<file path="src/rtl/pacman_mover_if.sv">
// Wall-lookup port shared between the Pac-Man mover (master) and the maze ROM
// responder (slave): one-cycle query, response some cycles later.
interface pacman_mover_if;
  logic        wall_qvalid;
  logic [15:0] wall_qloc;
  logic        wall_rvalid;
  logic        wall_hit;

  modport master (
    output wall_qvalid,
    output wall_qloc,
    input  wall_rvalid,
    input  wall_hit
  );

  modport slave (
    input  wall_qvalid,
    input  wall_qloc,
    output wall_rvalid,
    output wall_hit
  );
endinterface

</file>
<file path="src/rtl/pacman_mover.sv">
// Pac-Man position controller: buffers joystick turns, checks each step against
// the wall-lookup port, commits one tile per tick. Define PACMAN_TUNNEL_EN for side-tunnel wrap.
module pacman_mover #(
  parameter logic [15:0] START_LOC    = 16'h0E17,
  parameter logic [15:0] START_FACING = 16'h0100,
  parameter int unsigned MAZE_COLS    = 28,
  parameter logic [7:0]  TUNNEL_ROW   = 8'd14,
  parameter int unsigned RESP_TIMEOUT = 15
) (
  input  logic           clk,
  input  logic           reset,
  input  logic           tick,
  input  logic           req_up,
  input  logic           req_down,
  input  logic           req_left,
  input  logic           req_right,
  pacman_mover_if.master wall,
  output logic [15:0]    pacloc,
  output logic [15:0]    pacfacing,
  output logic           ghost_update,
  output logic           stalled,
  output logic           busy
);

  localparam logic [15:0] DIR_LEFT  = 16'h0100;
  localparam logic [15:0] DIR_RIGHT = 16'hFF00;
  localparam logic [15:0] DIR_DOWN  = 16'h0001;
  localparam logic [15:0] DIR_UP    = 16'h00FF;

  localparam logic [7:0] COLS8    = 8'(MAZE_COLS);
  localparam logic [7:0] LAST_COL = 8'(MAZE_COLS - 1);

`ifdef PACMAN_TUNNEL_EN
  localparam bit TUNNEL_EN = 1'b1;
`else
  localparam bit TUNNEL_EN = 1'b0;
`endif

  localparam int TW = $clog2(RESP_TIMEOUT + 1);
  localparam logic [TW-1:0] WAIT_LAST = TW'(RESP_TIMEOUT - 1);

  localparam logic [2:0] IDLE   = 3'd0;
  localparam logic [2:0] QREQ   = 3'd1;
  localparam logic [2:0] WREQ   = 3'd2;
  localparam logic [2:0] QFWD   = 3'd3;
  localparam logic [2:0] WFWD   = 3'd4;
  localparam logic [2:0] COMMIT = 3'd5;

  logic [2:0]    state;
  logic [15:0]   pending;
  logic [15:0]   move_dir;
  logic [15:0]   target_loc;
  logic          target_oob;
  logic [TW-1:0] wait_cnt;

  logic [15:0] req_dir;
  logic        req_any;
  logic [15:0] pending_next;
  logic        pending_live;
  logic [15:0] try_dir;
  logic [15:0] raw_loc;
  logic [15:0] tgt_loc;
  logic        tgt_oob;
  logic        q_state;
  logic        w_state;
  logic        resp_seen;
  logic        w_clear;
  logic        w_done;

  // Bytewise step: column and row wrap independently, no carry between them.
  function automatic logic [15:0] step(input logic [15:0] loc, input logic [15:0] dir);
    logic [7:0] col;
    logic [7:0] row;
    col = loc[15:8] + dir[15:8];
    row = loc[7:0] + dir[7:0];
    return {col, row};
  endfunction

  // NOTE: every always_comb output gets a default first so no path leaves it
  // unassigned -- an unassigned path would infer a latch.
  always_comb begin
    req_any = req_up | req_down | req_left | req_right;
    req_dir = 16'h0000;
    if (req_up)         req_dir = DIR_UP;
    else if (req_down)  req_dir = DIR_DOWN;
    else if (req_left)  req_dir = DIR_LEFT;
    else if (req_right) req_dir = DIR_RIGHT;
  end

  assign q_state      = (state == QREQ) || (state == QFWD);
  assign w_state      = (state == WREQ) || (state == WFWD);
  assign pending_live = (pending != 16'h0000) && (pending != pacfacing);
  assign try_dir      = (state == QREQ) ? pending : pacfacing;
  assign raw_loc      = step(pacloc, try_dir);

  // Off-maze columns are walls; on the tunnel row they wrap to the far side instead.
  always_comb begin
    tgt_loc = raw_loc;
    tgt_oob = (raw_loc[15:8] >= COLS8);
    if (TUNNEL_EN && (raw_loc[7:0] == TUNNEL_ROW)) begin
      if (raw_loc[15:8] == 8'hFF) begin
        tgt_loc = {LAST_COL, raw_loc[7:0]};
        tgt_oob = 1'b0;
      end else if (raw_loc[15:8] == COLS8) begin
        tgt_loc = {8'h00, raw_loc[7:0]};
        tgt_oob = 1'b0;
      end
    end
  end

  always_comb begin
    wall.wall_qvalid = q_state && !tgt_oob;
    wall.wall_qloc   = 16'h0000;
    if (q_state && !tgt_oob) wall.wall_qloc = tgt_loc;
  end

  // An out-of-range target resolves as a hit on its first wait cycle.
  assign resp_seen = w_state && wall.wall_rvalid && !target_oob;
  assign w_clear   = resp_seen && !wall.wall_hit;
  assign w_done    = w_state && (target_oob || resp_seen || (wait_cnt == WAIT_LAST));

  // Newest joystick request wins; a request matching the facing is redundant.
  always_comb begin
    pending_next = pending;
    if ((state == WREQ) && w_clear) pending_next = 16'h0000;
    if (req_any)                    pending_next = req_dir;
    if (pending_next == pacfacing)  pending_next = 16'h0000;
  end

  assign busy = (state != IDLE);

  // NOTE: sequential state uses non-blocking assignments only, so every flop
  // samples pre-edge values and simulation matches the synthesized registers.
  always_ff @(posedge clk) begin
    if (reset) begin
      state        <= IDLE;
      pacloc       <= START_LOC;
      pacfacing    <= START_FACING;
      pending      <= 16'h0000;
      move_dir     <= START_FACING;
      target_loc   <= START_LOC;
      target_oob   <= 1'b0;
      wait_cnt     <= '0;
      ghost_update <= 1'b0;
      stalled      <= 1'b0;
    end else begin
      ghost_update <= 1'b0;
      pending      <= pending_next;

      case (state)
        IDLE: begin
          if (tick) state <= pending_live ? QREQ : QFWD;
        end

        QREQ, QFWD: begin
          move_dir   <= try_dir;
          target_loc <= tgt_loc;
          target_oob <= tgt_oob;
          wait_cnt   <= '0;
          state      <= (state == QREQ) ? WREQ : WFWD;
        end

        WREQ: begin
          if (w_done) state <= w_clear ? COMMIT : QFWD;
          else        wait_cnt <= wait_cnt + TW'(1);
        end

        WFWD: begin
          if (w_done) begin
            state <= w_clear ? COMMIT : IDLE;
            if (!w_clear) stalled <= 1'b1;
          end else begin
            wait_cnt <= wait_cnt + TW'(1);
          end
        end

        COMMIT: begin
          // Position and facing change together so ghosts never see a half-update.
          pacloc       <= target_loc;
          pacfacing    <= move_dir;
          stalled      <= 1'b0;
          ghost_update <= 1'b1;
          state        <= IDLE;
        end

        default: state <= IDLE;
      endcase
    end
  end

endmodule
</file>
<file path="src/flat_wrapper.sv">
// flat-port wrapper written by rule: the top's interface ports become plain ports
module pacman_mover_flat 
#(
  parameter logic [15:0] START_LOC    = 16'h0E17,
  parameter logic [15:0] START_FACING = 16'h0100,
  parameter int unsigned MAZE_COLS    = 28,
  parameter logic [7:0]  TUNNEL_ROW   = 8'd14,
  parameter int unsigned RESP_TIMEOUT = 15
)
  (clk, reset, tick, req_up, req_down, req_left, req_right, pacloc, pacfacing, ghost_update, stalled, busy, wall_wall_qvalid, wall_wall_qloc, wall_wall_rvalid, wall_wall_hit);
  pacman_mover_if wall_i ();
  input  logic clk;
  input  logic reset;
  input  logic tick;
  input  logic req_up;
  input  logic req_down;
  input  logic req_left;
  input  logic req_right;
  output logic [15:0] pacloc;
  output logic [15:0] pacfacing;
  output logic ghost_update;
  output logic stalled;
  output logic busy;
  output wire logic [$bits(wall_i.wall_qvalid)-1:0] wall_wall_qvalid;
  output wire logic [$bits(wall_i.wall_qloc)-1:0] wall_wall_qloc;
  input wire logic [$bits(wall_i.wall_rvalid)-1:0] wall_wall_rvalid;
  input wire logic [$bits(wall_i.wall_hit)-1:0] wall_wall_hit;
  assign wall_wall_qvalid = wall_i.wall_qvalid;
  assign wall_wall_qloc = wall_i.wall_qloc;
  assign wall_i.wall_rvalid = wall_wall_rvalid;
  assign wall_i.wall_hit = wall_wall_hit;
  pacman_mover #(.START_LOC(START_LOC), .START_FACING(START_FACING), .MAZE_COLS(MAZE_COLS), .TUNNEL_ROW(TUNNEL_ROW), .RESP_TIMEOUT(RESP_TIMEOUT)) u_core (.clk(clk), .reset(reset), .tick(tick), .req_up(req_up), .req_down(req_down), .req_left(req_left), .req_right(req_right), .wall(wall_i), .pacloc(pacloc), .pacfacing(pacfacing), .ghost_update(ghost_update), .stalled(stalled), .busy(busy));
endmodule
</file>
<file path="config.mk">
export PLATFORM = sky130hd
export DESIGN_NAME = pacman_mover_flat
export DESIGN_NICKNAME = d
export VERILOG_FILES = /design/src/rtl/pacman_mover_if.sv /design/src/rtl/pacman_mover.sv /design/src/flat_wrapper.sv
export SDC_FILE = /design/constraint.sdc
export NUM_CORES = 1
export LEC_CHECK = 0
export CAP_MARGIN = 20
export CORE_UTILIZATION = 66
export CTS_BUF_LIST = sky130_fd_sc_hd__clkbuf_8
export DETAILED_ROUTE_END_ITERATION = 10
export DONT_BUFFER_PORTS = 1
export GPL_TIMING_DRIVEN = 0
export PLACE_DENSITY = 0.85
export SYNTH_ARGS = -nofsm -noshare
export SYNTH_HDL_FRONTEND = slang
export SYNTH_SLANG_ARGS = --single-unit
</file>
<file path="constraint.sdc">
create_clock -name clk -period 5.5 [get_ports clk]
set_clock_uncertainty 0.2 [all_clocks]
set_input_delay 1.375 -clock clk [delete_from_list [all_inputs] [get_ports clk]]
set_output_delay 1.375 -clock clk [all_outputs]
set_load 0.005 [all_outputs]
</file>
==> results.sh <==
export IMPL_vias=4234
export IMPL_slew_headroom_pct=56.5
export IMPL_yosys_area_top_type="dfxtp_1"
export IMPL_cp_arrival_ps=3790
export IMPL_initialDrtViolationCount=231
export IMPL_setup_violations=0
export IMPL_grt_use_total_pct=32.5
export IMPL_start_util_pct=68.8
export IMPL_fmax_mhz=186
export IMPL_worst_pin_slew_ps=649
export IMPL_slew_viol_final=0
export IMPL_clock_root_buffer="clkbuf_8"
export IMPL_clkTransAtPathRegs_ps=90
export IMPL_ios=61
export IMPL_synthFlopType="dfxtp_1"
export IMPL_dp_hpwl_um=8710
export IMPL_diodes=0
export IMPL_synth_compound_area_share_pct=22.3
export IMPL_num_rows=30
export IMPL_hold_end="u_core.move_dir[3]$_SDFFE_PP0P_"
export IMPL_grt_first_pass_wirelength_um=18800
export IMPL_synth_top_area_share_pct=38.3
export IMPL_ir_worst_vdd_mv=0.215
export IMPL_endpoint_kind="output pin"
export IMPL_r2r_start="u_core.state[0]$_SDFFE_PP0P_"
export IMPL_placedCellCount=644
export IMPL_dieArea_um2=7460
export IMPL_yosys_top_cells_area="dfxtp_1, xor2_1, ha_1"
export IMPL_synth_xor_area_share_pct=6.33
export IMPL_hold_worst_slack_ps=261
export IMPL_synthArstFlopShare_pct=0
export IMPL_r2r_end="u_core.target_oob$_SDFFE_PP0P_"
export IMPL_fin_cells=666
export IMPL_status="completed"
export IMPL_synth_distinct_cells=62
export IMPL_fin_nets=594
export IMPL_routabilityCongestion=0.913
export IMPL_fin_tns_setup_ps=0
export IMPL_synth_seq_area_share_pct=38.3
export IMPL_timing_final_hold_violations=0
export IMPL_synth_top_family_by_area="compound AO/OA/AOI/OAI gates"
export IMPL_cts_buffers=9
export IMPL_power_mw=1.73
export IMPL_r2r_slack_ps=1940
export IMPL_synthMuxAreaShare_pct=3.49
export IMPL_synthAdderAreaFrac_pct=5.64
export IMPL_synth_seq_cells=90
export IMPL_cts_tree="done"
export IMPL_yosys_warnings=0
export IMPL_cts_sinks=90
export IMPL_start_kind="flop"
export IMPL_period_minus_slack_ps=5370
export IMPL_ant_nets=0
export IMPL_min_path_cells=2
export IMPL_first_pass_iters=5
export IMPL_yosys_area_share_simple_pct=18.2
export IMPL_gr_total_overflow=0
export IMPL_viasPerCell=6.36
export IMPL_die_y_um=86.4
export IMPL_crit_required_ps=3920
export IMPL_avgSynthCellArea_um2=8.61
export IMPL_crit_fanout=10
export IMPL_syn2layout_area_growth_pct=8.81
export IMPL_criticalPathCategory="reg2out"
export IMPL_fin_crit_sh_pct=97.6
export IMPL_core_area_um2=6830
export IMPL_holdBufCountCts=0
export IMPL_io_buffers=0
export IMPL_grt_start_max_net_pins=20
export IMPL_drv_cap=0
export IMPL_cts_path_max_buffers=2
export IMPL_synth_cell_area_um2=4700
export IMPL_totalWireLength_um=12000
export IMPL_power_density_nw_per_um2=339
export IMPL_drc=0
export IMPL_rr_worst_depth=15
export IMPL_synth_edff_count=0
export IMPL_hp_start="u_core.move_dir[3]$_SDFFE_PP0P_"
export IMPL_syn_inst=546
export IMPL_antenna_found_initial=0
export IMPL_final_core_util_pct=74.9
export IMPL_hp_class="reg2reg"
export IMPL_htree_levels=3
export IMPL_routedWlPerCell_um=18.0
export IMPL_clk_latency_ps=360
export IMPL_die_w_um=86.4
export IMPL_drive_gt1_share_pct=11.1
export IMPL_grt_pass1_vias=3844
export IMPL_p_leak_nw=2.04
[cells in the mapped netlist (3+ instances only)]
master	instances
a2111oi_0	3
a211oi_1	4
a21o_1	3
a21oi_1	35
a22o_1	20
a31o_2	3
a31oi_1	5
a32o_1	3
a41oi_1	5
and2_1	3
buf_1	4
buf_2	3
buf_4	3
buf_6	3
clkbuf_1	30
dfxtp_1	90
ha_1	18
inv_1	16
mux2_2	11
mux2i_1	4
nand2_1	59
nand3_1	8
nand4_1	5
nor2_1	57
nor3_1	19
nor4_1	9
o211ai_1	8
o21a_1	6
o21ai_0	15
o21bai_1	4
o22a_1	9
o22ai_1	4
o31ai_1	3
o32ai_1	3
or3_1	4
or4b_2	3
xnor2_1	7
xor2_1	27
[registers in the layout, summed over array words and instances, names as in the netlist]
| signal | flops |
|---|---|
| u_core.wait_cnt | 4 |
| u_core.move_dir | 16 |
| u_core.pending | 16 |
| u_core.ghost_update | 1 |
| u_core.stalled | 1 |
| u_core.pacfacing | 16 |
| u_core.target_loc | 16 |
| u_core.target_oob | 1 |
| u_core.pacloc | 16 |
| u_core.state | 3 |
[stage by stage]
| step | worst slack, ps | cell area (um2) |
|---|---|---|
| floorplan | 385 | 4710 |
| global placement | -254 | 4830 |
| detailed placement | -352 | 4830 |
| CTS | 44.2 | 5050 |
| global route | -3.48 | 5110 |
| finish | 132 | 5110 |
[worst max-delay path by stage]
stage | depth (start not counted) | start | slack (ps) | endpoint
floorplan | 16 | u_core.state[0]$_SDFFE_PP0P_ | 390 | wall_wall_qloc[4]
CTS | 15 | u_core.state[0]$_SDFFE_PP0P_ | 40 | wall_wall_qloc[7]
detailed placement | 16 | u_core.state[0]$_SDFFE_PP0P_ | -350 | wall_wall_qloc[7]
global placement | 16 | u_core.state[0]$_SDFFE_PP0P_ | -250 | wall_wall_qloc[7]
global route | 15 | u_core.state[0]$_SDFFE_PP0P_ | -3 | wall_wall_qloc[7]
finish | 15 | u_core.state[0]$_SDFFE_PP0P_ | 130 | wall_wall_qloc[7]
[report_power, final]
part,switching [mW],internal (mW),leakage [nW]
Sequential,0.0380,0.703,0.731
Combinational,0.333,0.191,1.20
Clock,0.243,0.224,0.108
Total,0.615,1.12,2.04
[placed cells by master (no fill, tap or decap), types with 4 or more instances in the layout]
cell,instances
inv_1,17
clkbuf_8,10
o21a_1,6
a21oi_1,34
dfxtp_1,90
o211ai_1,8
a41oi_1,5
o22a_1,9
o22ai_1,4
nor3_1,19
ha_1,18
a22o_1,20
clkbuf_1,28
nor2_1,56
nor4_1,9
o21ai_0,15
buf_6,4
or3_1,4
buf_4,10
mux2_2,11
nand4_1,5
a31oi_1,5
xnor2_1,6
nand3_1,7
mux2i_1,4
a211oi_1,4
nand2_1,59
xor2_1,27
o21bai_1,4
[critical path, stage by stage (launching register included)]
cell,delay [ps]
dfxtp_1,310
buf_2,160
nand2b_1,150
nor2_4,60
buf_6,140
buf_4,160
o21ai_0,490
ha_1,340
a21o_1,190
a211oi_1,350
o21bai_1,150
xor2_1,180
nor3_1,200
nand3_2,140
clkbuf_4,220
nor2_1,180
[layer usage]
metal,track usage (%),share of wire [%],up-vias
li1,-,-,2005
met2,53.9,47,210
met1,41.2,41,1982
met3,6.67,8.2,37
met4,14.2,3.0,0
met5,0,0,-
[cell families after synthesis]
family | Yosys count
other cells | 1
buf+inv | 61
xor+xnor | 34
simple gates | 182
mux | 15
compound gates | 143
fa+ha+maj | 20
flops | 90
[cell type report]
class	count	area [um2]
fill	499	1720
tap	96	120
timing repair buffer	7	52.6
inverter	18	67.6
clock buffer	10	138
multi-input combinational	397	2660
sequential	90	1800
clock inverter	6	65.1
buffer	42	206
[timing repair]
item	CTS	global route
pin swaps	1	1
gates resized for setup	6	4
setup buffers	1	6
setup endpoints to repair	14	13
(Power assumes the default switching activity.)
